## src/rtl/seg_pkg.sv

```systemverilog
// seg_pkg: shared constants and helpers for the multiplexed 7-segment driver.
// Holds the active-low hex glyph table, the all-off pattern, the dp bit index
// and the polarity helper used for both the select lines and the segment bus.
package seg_pkg;

  // All segments (and dp) dark in active-low form.
  localparam logic [7:0] SEG_OFF = 8'hFF;

  // Bit position of the decimal point on the segment bus.
  localparam int DP_BIT = 7;

  // Active-low glyphs for 0-F, bit7 = dp (kept dark here), bits6..0 = g..a.
  // Entry 0 sits in the lowest byte so HEX_LUT[v] returns the glyph for v.
  localparam logic [15:0][7:0] HEX_LUT = {
    8'h8E, 8'h86, 8'hA1, 8'hC6, 8'h83, 8'h88, 8'h90, 8'h80,
    8'hF8, 8'h82, 8'h92, 8'h99, 8'hB0, 8'hA4, 8'hF9, 8'hC0
  };

  // Convert an active-low 8-bit pattern to the requested pin polarity.
  function automatic logic [7:0] to_pol(input logic [7:0] low_val,
                                        input logic      active_low);
    return active_low ? low_val : ~low_val;
  endfunction

endpackage

```

## src/rtl/seg_scan_disp_hex_dec.sv

```systemverilog
// seg_hex_dec: combinational hex-to-segment decoder, active-low output.
// Ports: val (hex nibble), dp (1 = point lit), dark (1 = glyph segments off),
//        seg (bit7 = dp, bits6..0 = g..a, 0 = lit).
module seg_hex_dec
  import seg_pkg::*;
(
  input  logic [3:0] val,
  input  logic       dp,
  input  logic       dark,
  output logic [7:0] seg
);

  always_comb begin
    seg = dark ? SEG_OFF : HEX_LUT[val];
    // The point is honoured even on a dark digit.
    if (dp) seg[DP_BIT] = 1'b0;
  end

endmodule

```

## src/rtl/seg_scan_disp.sv

```systemverilog
// seg_scan_disp: parametrised multiplexed 7-segment scanner with double-buffered
// content, hex decode, per-digit dp/blank, leading-zero suppression and anti-ghost
// blanking. Ports: clk, rst (async high), load/load_data/load_dp/load_blank/lz_en
// (shadow write), pending, frame_start, seg_sel (digit selects), seg_ment (segments).
module seg_scan_disp
  import seg_pkg::*;
#(
  parameter int DIGITS         = 6,
  parameter int SCAN_DIV       = 50000,
  parameter int BLANK_CYC      = 500,
  parameter bit SEL_ACTIVE_LOW = 1'b1,
  parameter bit SEG_ACTIVE_LOW = 1'b1
) (
  input  logic                  clk,
  input  logic                  rst,
  input  logic                  load,
  input  logic [4*DIGITS-1:0]   load_data,
  input  logic [DIGITS-1:0]     load_dp,
  input  logic [DIGITS-1:0]     load_blank,
  input  logic                  lz_en,
  output logic                  pending,
  output logic                  frame_start,
  output logic [DIGITS-1:0]     seg_sel,
  output logic [7:0]            seg_ment
);

  localparam int CNT_W = (SCAN_DIV > 1) ? $clog2(SCAN_DIV) : 1;
  localparam int IDX_W = (DIGITS > 1) ? $clog2(DIGITS) : 1;

  localparam logic [CNT_W-1:0]  CNT_LAST = CNT_W'(SCAN_DIV - 1);
  localparam logic [IDX_W-1:0]  IDX_LAST = IDX_W'(DIGITS - 1);
  localparam logic [DIGITS-1:0] SEL_OFF  = SEL_ACTIVE_LOW ? {DIGITS{1'b1}} : {DIGITS{1'b0}};
  localparam logic [7:0]        SEG_DARK = to_pol(SEG_OFF, SEG_ACTIVE_LOW);

  // Scan position
  logic [CNT_W-1:0] cnt;
  logic [IDX_W-1:0] idx;

  // Shadow (written by load) and active (displayed) buffers
  logic [DIGITS-1:0][3:0] sh_data,  act_data;
  logic [DIGITS-1:0]      sh_dp,    act_dp;
  logic [DIGITS-1:0]      sh_blank, act_blank;
  logic                   act_lz;

  logic slot_end;
  logic wrap;
  logic in_blank;

  assign slot_end = (cnt == CNT_LAST);
  assign wrap     = slot_end && (idx == IDX_LAST);
  // int cast keeps the compare signed so BLANK_CYC=0 simply never blanks.
  assign in_blank = (int'(cnt) < BLANK_CYC);

  // Leading-zero suppression: walk down from the top digit while every digit
  // seen so far is zero. Digit 0 is never part of the run.
  logic [DIGITS-1:0] supp;
  logic              zero_run;
  always_comb begin
    supp     = '0;
    zero_run = act_lz;
    for (int i = DIGITS - 1; i > 0; i--) begin
      zero_run = zero_run & (act_data[i] == 4'h0);
      supp[i]  = zero_run;
    end
  end

  // Current digit decode
  logic [3:0] cur_val;
  logic       cur_dp;
  logic       cur_dark;
  logic [7:0] dec_seg;

  assign cur_val  = act_data[idx];
  assign cur_dp   = act_dp[idx];
  assign cur_dark = act_blank[idx] | supp[idx];

  seg_hex_dec u_dec (
    .val  (cur_val),
    .dp   (cur_dp),
    .dark (cur_dark),
    .seg  (dec_seg)
  );

  // Select pattern for the current index, built active-low then polarised.
  logic [7:0]        sel_low8;
  logic [7:0]        sel_pol8;
  logic [DIGITS-1:0] sel_next;
  always_comb begin
    sel_low8 = ~(8'd1 << idx);
    sel_pol8 = to_pol(sel_low8, SEL_ACTIVE_LOW);
    sel_next = sel_pol8[DIGITS-1:0];
  end

  // Scan counters
  always_ff @(posedge clk or posedge rst) begin
    if (rst) begin
      cnt <= '0;
      idx <= '0;
    end else if (slot_end) begin
      cnt <= '0;
      idx <= (idx == IDX_LAST) ? '0 : idx + 1'b1;
    end else begin
      cnt <= cnt + 1'b1;
    end
  end

  // Double buffer. A load landing on the wrap cycle bypasses the shadow so it
  // is shown in the frame that starts right now.
  always_ff @(posedge clk or posedge rst) begin
    if (rst) begin
      sh_data     <= '0;
      sh_dp       <= '0;
      sh_blank    <= '0;
      act_data    <= '0;
      act_dp      <= '0;
      act_blank   <= '0;
      act_lz      <= 1'b0;
      pending     <= 1'b0;
      frame_start <= 1'b0;
    end else begin
      frame_start <= wrap;
      if (load) begin
        sh_data  <= load_data;
        sh_dp    <= load_dp;
        sh_blank <= load_blank;
      end
      if (wrap && load) begin
        act_data  <= load_data;
        act_dp    <= load_dp;
        act_blank <= load_blank;
        act_lz    <= lz_en;
        pending   <= 1'b0;
      end else if (wrap && pending) begin
        act_data  <= sh_data;
        act_dp    <= sh_dp;
        act_blank <= sh_blank;
        act_lz    <= lz_en;
        pending   <= 1'b0;
      end else if (load) begin
        pending   <= 1'b1;
      end
    end
  end

  // Registered pin drive, one cycle behind (cnt, idx).
  always_ff @(posedge clk or posedge rst) begin
    if (rst) begin
      seg_sel  <= SEL_OFF;
      seg_ment <= SEG_DARK;
    end else if (in_blank) begin
      seg_sel  <= SEL_OFF;
      seg_ment <= SEG_DARK;
    end else begin
      seg_sel  <= sel_next;
      seg_ment <= to_pol(dec_seg, SEG_ACTIVE_LOW);
    end
  end

endmodule

```

## config.mk

```make
export PLATFORM = sky130hd
export DESIGN_NAME = seg_scan_disp
export DESIGN_NICKNAME = d
export VERILOG_FILES = /design/src/rtl/seg_pkg.sv /design/src/rtl/seg_scan_disp_hex_dec.sv /design/src/rtl/seg_scan_disp.sv
export SDC_FILE = /design/constraint.sdc
export NUM_CORES = 1
export LEC_CHECK = 0
export ABC_AREA = 1
export BUFFER_PORTS_ARGS = -buffer_cell sky130_fd_sc_hd__buf_2
export CORE_ASPECT_RATIO = 0.9
export CORE_MARGIN = 1.5
export CORE_UTILIZATION = 50
export DETAILED_ROUTE_END_ITERATION = 16
export PLACE_DENSITY = 0.69
export SLEW_MARGIN = 5
export SYNTH_ARGS = -nofsm -noshare
export SYNTH_HDL_FRONTEND = slang
export SYNTH_SLANG_ARGS = --single-unit
export TNS_END_PERCENT = 10
```

## constraint.sdc

```tcl
create_clock -name clk -period 8.6 [get_ports clk]
set_input_delay 0.86 -clock clk [delete_from_list [all_inputs] [get_ports clk]]
set_output_delay 0.86 -clock clk [all_outputs]
set_load 0.01 [all_outputs]
```

After elaboration in Yosys (flattened, before gate mapping). Memories as Yosys holds them, arrays and structs flattened. Index checks and enable logic that the tools add are counted.

Latch bits: 0. Bits in registers: 108. Memory bits (read-only): 128. Memories: 1. Bits in writable memories: 0.

Memories: (no name shown) (words 16, bits a word 8, rd ports 1, clocked after memory_dff 0, write ports 0, RTL line seg_scan_disp_hex_dec.sv:14) `seg = dark ? SEG_OFF : HEX_LUT[val];`.

Add/sub/neg operators: 2. Multiplexer cells: 26. Div/mod/pow operators: 0. Bitwise gates (word level): 7. Multipliers: 0. Reduce and logical (&&, ||, !) cells: 10. Equality and inequality tests: 2. $lt $le $gt $ge: 3. Shifts and indexed selects: 1.

Operator list (count): 24-bit two-way mux (2); 6-bit two-way mux (5); 8-bit two-way mux (3); 4-bit logical NOT (5); 16-bit by 1-bit adder with 16-bit output, second input constant (1); 16-bit equality test, second input constant (1); 16-bit by 9-bit less-than comparator with 1-bit output, second input constant (1); 16-bit two-way mux (1); 4-bit binary-select mux with 3-bit select (1); 1-bit binary-select mux with 3-bit select (3); 1-bit two-way mux (9); 6-bit NOT (1); 1-bit by 3-bit left shift with 6-bit output, first input constant (1); 1-bit AND (5); 4-bit by 5-bit less-than comparator with 1-bit output, second input constant (1); 3-bit by 4-bit less-than comparator with 1-bit output, second input constant (1); 4-bit two-way mux (1); 3-bit by 1-bit adder with 3-bit output, second input constant (1); 3-bit equality test, second input constant (1); 1-bit logical AND (3); 3-bit two-way mux (1); 3-bit nonzero test (1); 2-bit nonzero test (1); 1-bit OR (1).

Longest topological paths before layout.
Word-level depth: 12. Mapped depth: 14. Mapped depth without buffers: 14.

By module. A second synthesis with hierarchy kept.

Cell total of the unflattened synthesis: 731. Area, all modules: 5621.6 µm².

Modules (own cells, without submodules): seg_scan_disp (cells each 679, area each 5325.1 µm², times used 1, seq. area each 2720.1 µm²); seg_hex_dec (cells each 52, area each 296.5 µm², times used 1, seq. area each 0.0 µm²).

Worst setup path after synthesis. Ideal clock, no wire load.

Path type: input-to-reg. Start point: input load. End point: register act_blank[4]. Data arrival time: 1.848 ns. Stages on the path: 6. Path buffers: 3. Path slack: 6.635 ns. Setup time: 0.117 ns. Path through: clkbuf_1 clkbuf_1 clkbuf_1 nand3_1 nand3_1 nand2_1.

Word-level cells in the longest chain between the ends: 2. Elaborated cells between the ends (all ways): 3. Classes of those cells: mux (1); reduce/logical (2).

Ends and longest elaborated chain: from (decl) (RTL line seg_scan_disp.sv:16) `input logic load,`; 1-bit logical AND * (RTL line seg_scan_disp.sv:127) `if (wrap && load) begin`; 6-bit two-way mux or 2-bit nonzero test (tied branches); to (signal assigned) (RTL line seg_scan_disp.sv:130) `act_blank <= load_blank;`; to (signal assigned) (RTL line seg_scan_disp.sv:136) `act_blank <= sh_blank;`; to (decl) (RTL line seg_scan_disp.sv:42) `logic [DIGITS-1:0] sh_blank, act_blank;`.

Mark *: on every way between the ends. The rest lies on a longest branch, timed or not. A chain may end at the register's enable or synchronous reset.

Worst setup path in the final report.
Start point: register idx[0]. End point: register seg_ment[1].

Word-level cells in the longest chain between the ends: 6. Elaborated cells between the ends (all ways): 11. Classes of those cells: mux (9); bitwise (1); memory (1).

Ends and longest elaborated chain: from (decl) (RTL line seg_scan_disp.sv:37) `logic [IDX_W-1:0] idx;`; from (signal assigned) (RTL line seg_scan_disp.sv:101) `idx <= (idx == IDX_LAST) ? '0 : idx + 1'b1;`; 4-bit binary-select mux with 3-bit select (RTL line seg_scan_disp.sv:73) `assign cur_val = act_data[idx];`; 4-bit two-way mux (not written as such) (RTL line seg_scan_disp.sv:73); memory read 16 x 8 bit; 8-bit two-way mux (not written as such) (RTL line seg_scan_disp_hex_dec.sv:14); 8-bit two-way mux * (RTL line seg_scan_disp_hex_dec.sv:14); 8-bit two-way mux * (RTL line seg_scan_disp.sv:150) `end else if (in_blank) begin`; to (signal assigned) (RTL line seg_scan_disp.sv:155) `seg_ment <= to_pol(dec_seg, SEG_ACTIVE_LOW);`; to (decl) (RTL line seg_scan_disp.sv:24) `output logic [7:0] seg_ment`.

Mark *: on every way between the ends. The rest lies on a longest branch, timed or not. The select of a mux whose other input is x is not followed.

==> flow_summary.yaml <==
floorplanning:
  die_area_sq_mm: 0.0120
  die_w_um: 115
  coreArea_sq_mm: 0.0109
  fp.dieH_um: 104
  initial_core_util: 0.518
  num_rows: 36
  ios: 56
worst_setup_path:
  cp-end-kind: "flip-flop"
  path_max_fanout: 21
  crit_family: "flip-flops"
  r2r_slack_ns: 5.85
  cp.required_ns: 8.89
  path_cells: "clkinv_1, nand2_1, nor2_1, nand2_1, nand2_1, a21oi_1, ha_1, nand2_1, nor2_1, nor2_1, nand2_1"
  crit_buf_inv: 1
  slowest_stage: "dfrtp_1"
  worstSetupStartpointType: "flip-flop"
  path_common_cell: "nand2_1"
  max_stage_delay_ns: 0.74
  reg2regPathDepth: 11
  worst-setup-path-type: "reg2reg"
  r2r_end: "seg_ment[1]$_DFF_PP1_"
  r2r_start: "idx[0]$_DFFE_PP0N_"
  cp.arrival_ns: 3.04
routing:
  drc: 0
  wl_per_cell_um: 12.7
  antenna_left: 0
  vias: 4760
  dr.pass1.iters: 4
  wirelength_mm: 12.1
  dr.first_iter.drc_count: 298
  vias_per_cell: 4.98
finish:
  fillers: 1031
  area_growth_pct: 10.3
  n_antenna_cell: 0
  drive_above_1_share: 0.132
  nNetsFinal: 846
grt:
  grt_pass1_wl_mm: 21.3
  grt_max_degree: 108
  grt.overflow.total: 0
  grt_pass1_vias: 4508
  antenna_found_initial: 0
  grtUsageTotal: 0.222
clocking:
  root_buffer: "clkbuf_16"
  clk_latency_ns: 0.36
  hold_buffers: 0
  cts_resized: 0
  cts_made_buffers: 9
  clk_pin_slew_ns: 0.07
  cts.sinks: 108
  htreeDepth: 3
  cts_tree: "yes"
  post_cts_buffers: 0
  clk_path_buf_depth: 2
pwr:
  ir_drop_mv: 0.140
  power_density_mw_per_mm2: 163
  p_leak_nw: 3.41
  combPwrFrac: 0.076
  intPower_uw: 760
  power_frac_seq: 0.532
  swShare: 0.255
  p_switching_uw: 260
  clkPwrFrac: 0.392
yosys:
  synth_area_sq_mm: 0.00567
  synthArstFlopShare: 1.00
  synth.distinct_cells: 34
  synth.avg_cell_area_sq_um: 7.46
  synth.net_count: 808
  syn_inst: 760
  synth_enable_flop_cells: 0
  ys_ff_latch: 108
  yosys_warnings: 0
  synth_seq_area_share: 0.480
  synth_ff_type: "dfrtp_1"
timing:
  finalWorstSetupSlack_ns: 5.85
  max_freq_mhz: 364
  tns_ns: 0
  worstMarginPinSlew_ns: 0.929
  setup_violations: 0
  slew_violations: 0
  rsz0062_at_grt: "false"
  hold_viol: 0
  fin_crit_ns: 2.75
  relSlewSlack: 0.381
  finalCritPeriodShare: 0.320
  clock_skew_ns: 0.00747
placement:
  place_ws_ns: 5.75
  place_congestion: 0.910
  dpl.hpwl_mm: 8.50
  portBuffers: 55
worst_hold_path:
  holdPathEnd: "cnt[0]$_DFF_PP0_"
  min_path_cells: 1
  worstHoldStart: "cnt[0]$_DFF_PP0_"
  hp-class: "reg2reg"
flow_run:
  cap_violations: 0
outcome:
  status: "complete, no violations"
[how the worst max path moves through the flow]
stage	from	to	slack [ns]	cells past startpoint
detailed placement	load	act_data[2]$_DFFE_PP0N_	5.75	7
CTS	idx[0]$_DFFE_PP0N_	seg_ment[1]$_DFF_PP1_	5.84	11
global placement	load	act_data[6]$_DFFE_PP0N_	5.83	7
finish	idx[0]$_DFFE_PP0N_	seg_ment[1]$_DFF_PP1_	5.85	11
global route	idx[0]$_DFFE_PP0N_	seg_ment[1]$_DFF_PP1_	5.56	11
floorplan	rst	act_blank[0]$_DFFE_PP0N_	4.92	1
[synthesized netlist by cell type, drive strengths merged, types with 2 or more instances]
cell type	instances	area (sq um)
xor2	5	43.8
o31ai	2	15.0
nand3	96	485
nand4	6	43.8
a21oi	11	55.1
nor3	8	40.0
nor2	52	245
inv	112	420
ha	8	100
o21ai	43	215
dfstp	14	368
clkbuf	15	56.3
dfrtp	94	2350
nand2	268	1020
buf	16	136
[state kept, by name, summed over array words and instances, names as in the netlist]
signal and count:
act_dp 6, cnt 16, act_lz 1, act_data 24, seg_ment 8, sh_blank 6, idx 3, frame_start 1
sh_data 24, pending 1, act_blank 6, seg_sel 6, sh_dp 6
[power by group through the flow]
| stage | Sequential (mW) | Combinational, mW | Clock [mW] |
|---|---|---|---|
| final | 0.542 | 0.0776 | 0.400 |
| after global routing | 0.544 | 0.0929 | 0.429 |
| after CTS | 0.542 | 0.0791 | 0.408 |
| after detailed placement | 0.552 | 0.0785 | 0 |
| after global placement | 0.551 | 0.0759 | 0 |
| after floorplan | 0.548 | 0.0554 | 0 |
[worst register-to-register path: cells and delay by family (launching register included)]
kind	cells	cell delay [ns]
AO/OA/AOI/OAI	1	0.33
adder cells (fa/ha/maj)	1	0.31
AND/OR/NAND/NOR	8	0.72
buffers and inverters	1	0.58
flip-flops	1	0.74
[layout make-up]
class	instances	area, sq um	share of cell area
multi-input combinational	508	2330	0.373
sequential	108	2720	0.435
timing repair buffer	58	298	0.0476
clock buffer	9	225	0.0360
tap	152	190	0.0304
inverter	113	427	0.0683
clock inverter	7	58.8	0.00941
[metal layers]
layer	wire, um	GRT usage	vias up	share of wire
met1	6040	0.317	2231	0.50
met4	142	0.0679	0	0.012
met5	0	0	-	0
met3	465	0.0501	12	0.038
li1	-	-	2423	-
met2	5440	0.335	94	0.45
[per-stage QoR]
stage	hold slack, ns	cell area (sq um)	util	power (mW)	cells
after global placement	0.446	5970	0.545	0.627	939
after global routing	0.486	6250	0.571	1.07	955
after CTS	0.466	6250	0.571	1.03	955
after floorplan	0.433	5670	-	0.603	760
after detailed placement	0.456	5970	0.545	0.631	939
final	0.464	6250	0.571	1.02	955
[placed cells by master (no fill, tap or decap), drive strengths merged]
cell | synthesis | routed
and2 | 1 | 1
a31o | 1 | 1
xor2 | 5 | 5
nor2 | 52 | 52
a21oi | 11 | 11
o31ai | 2 | 2
nor4 | 1 | 1
dfrtp | 94 | 94
a221o | 1 | 1
inv | 112 | 115
clkbuf | 15 | 9
o21ai | 43 | 43
or2 | 1 | 1
nand2 | 268 | 268
nand3 | 96 | 96
clkinv | 1 | 5
dfstp | 14 | 14
nor3 | 8 | 8
a21boi | 1 | 1
o22ai | 1 | 1
nand4 | 6 | 6
ha | 8 | 8
buf | 16 | 58
a21o | 1 | 1
nand3b | 1 | 1
[cells by family after synthesis]
| group | Yosys count | synth area share |
|---|---|---|
| AO/OA/AOI/OAI | 61 | 0.0574 |
| adder cells (fa/ha/maj) | 8 | 0.0177 |
| AND/OR/NAND/NOR | 434 | 0.328 |
| XOR/XNOR | 5 | 0.00773 |
| flip-flops | 108 | 0.480 |
| buffers and inverters | 144 | 0.109 |
(Power assumes the default switching activity.)
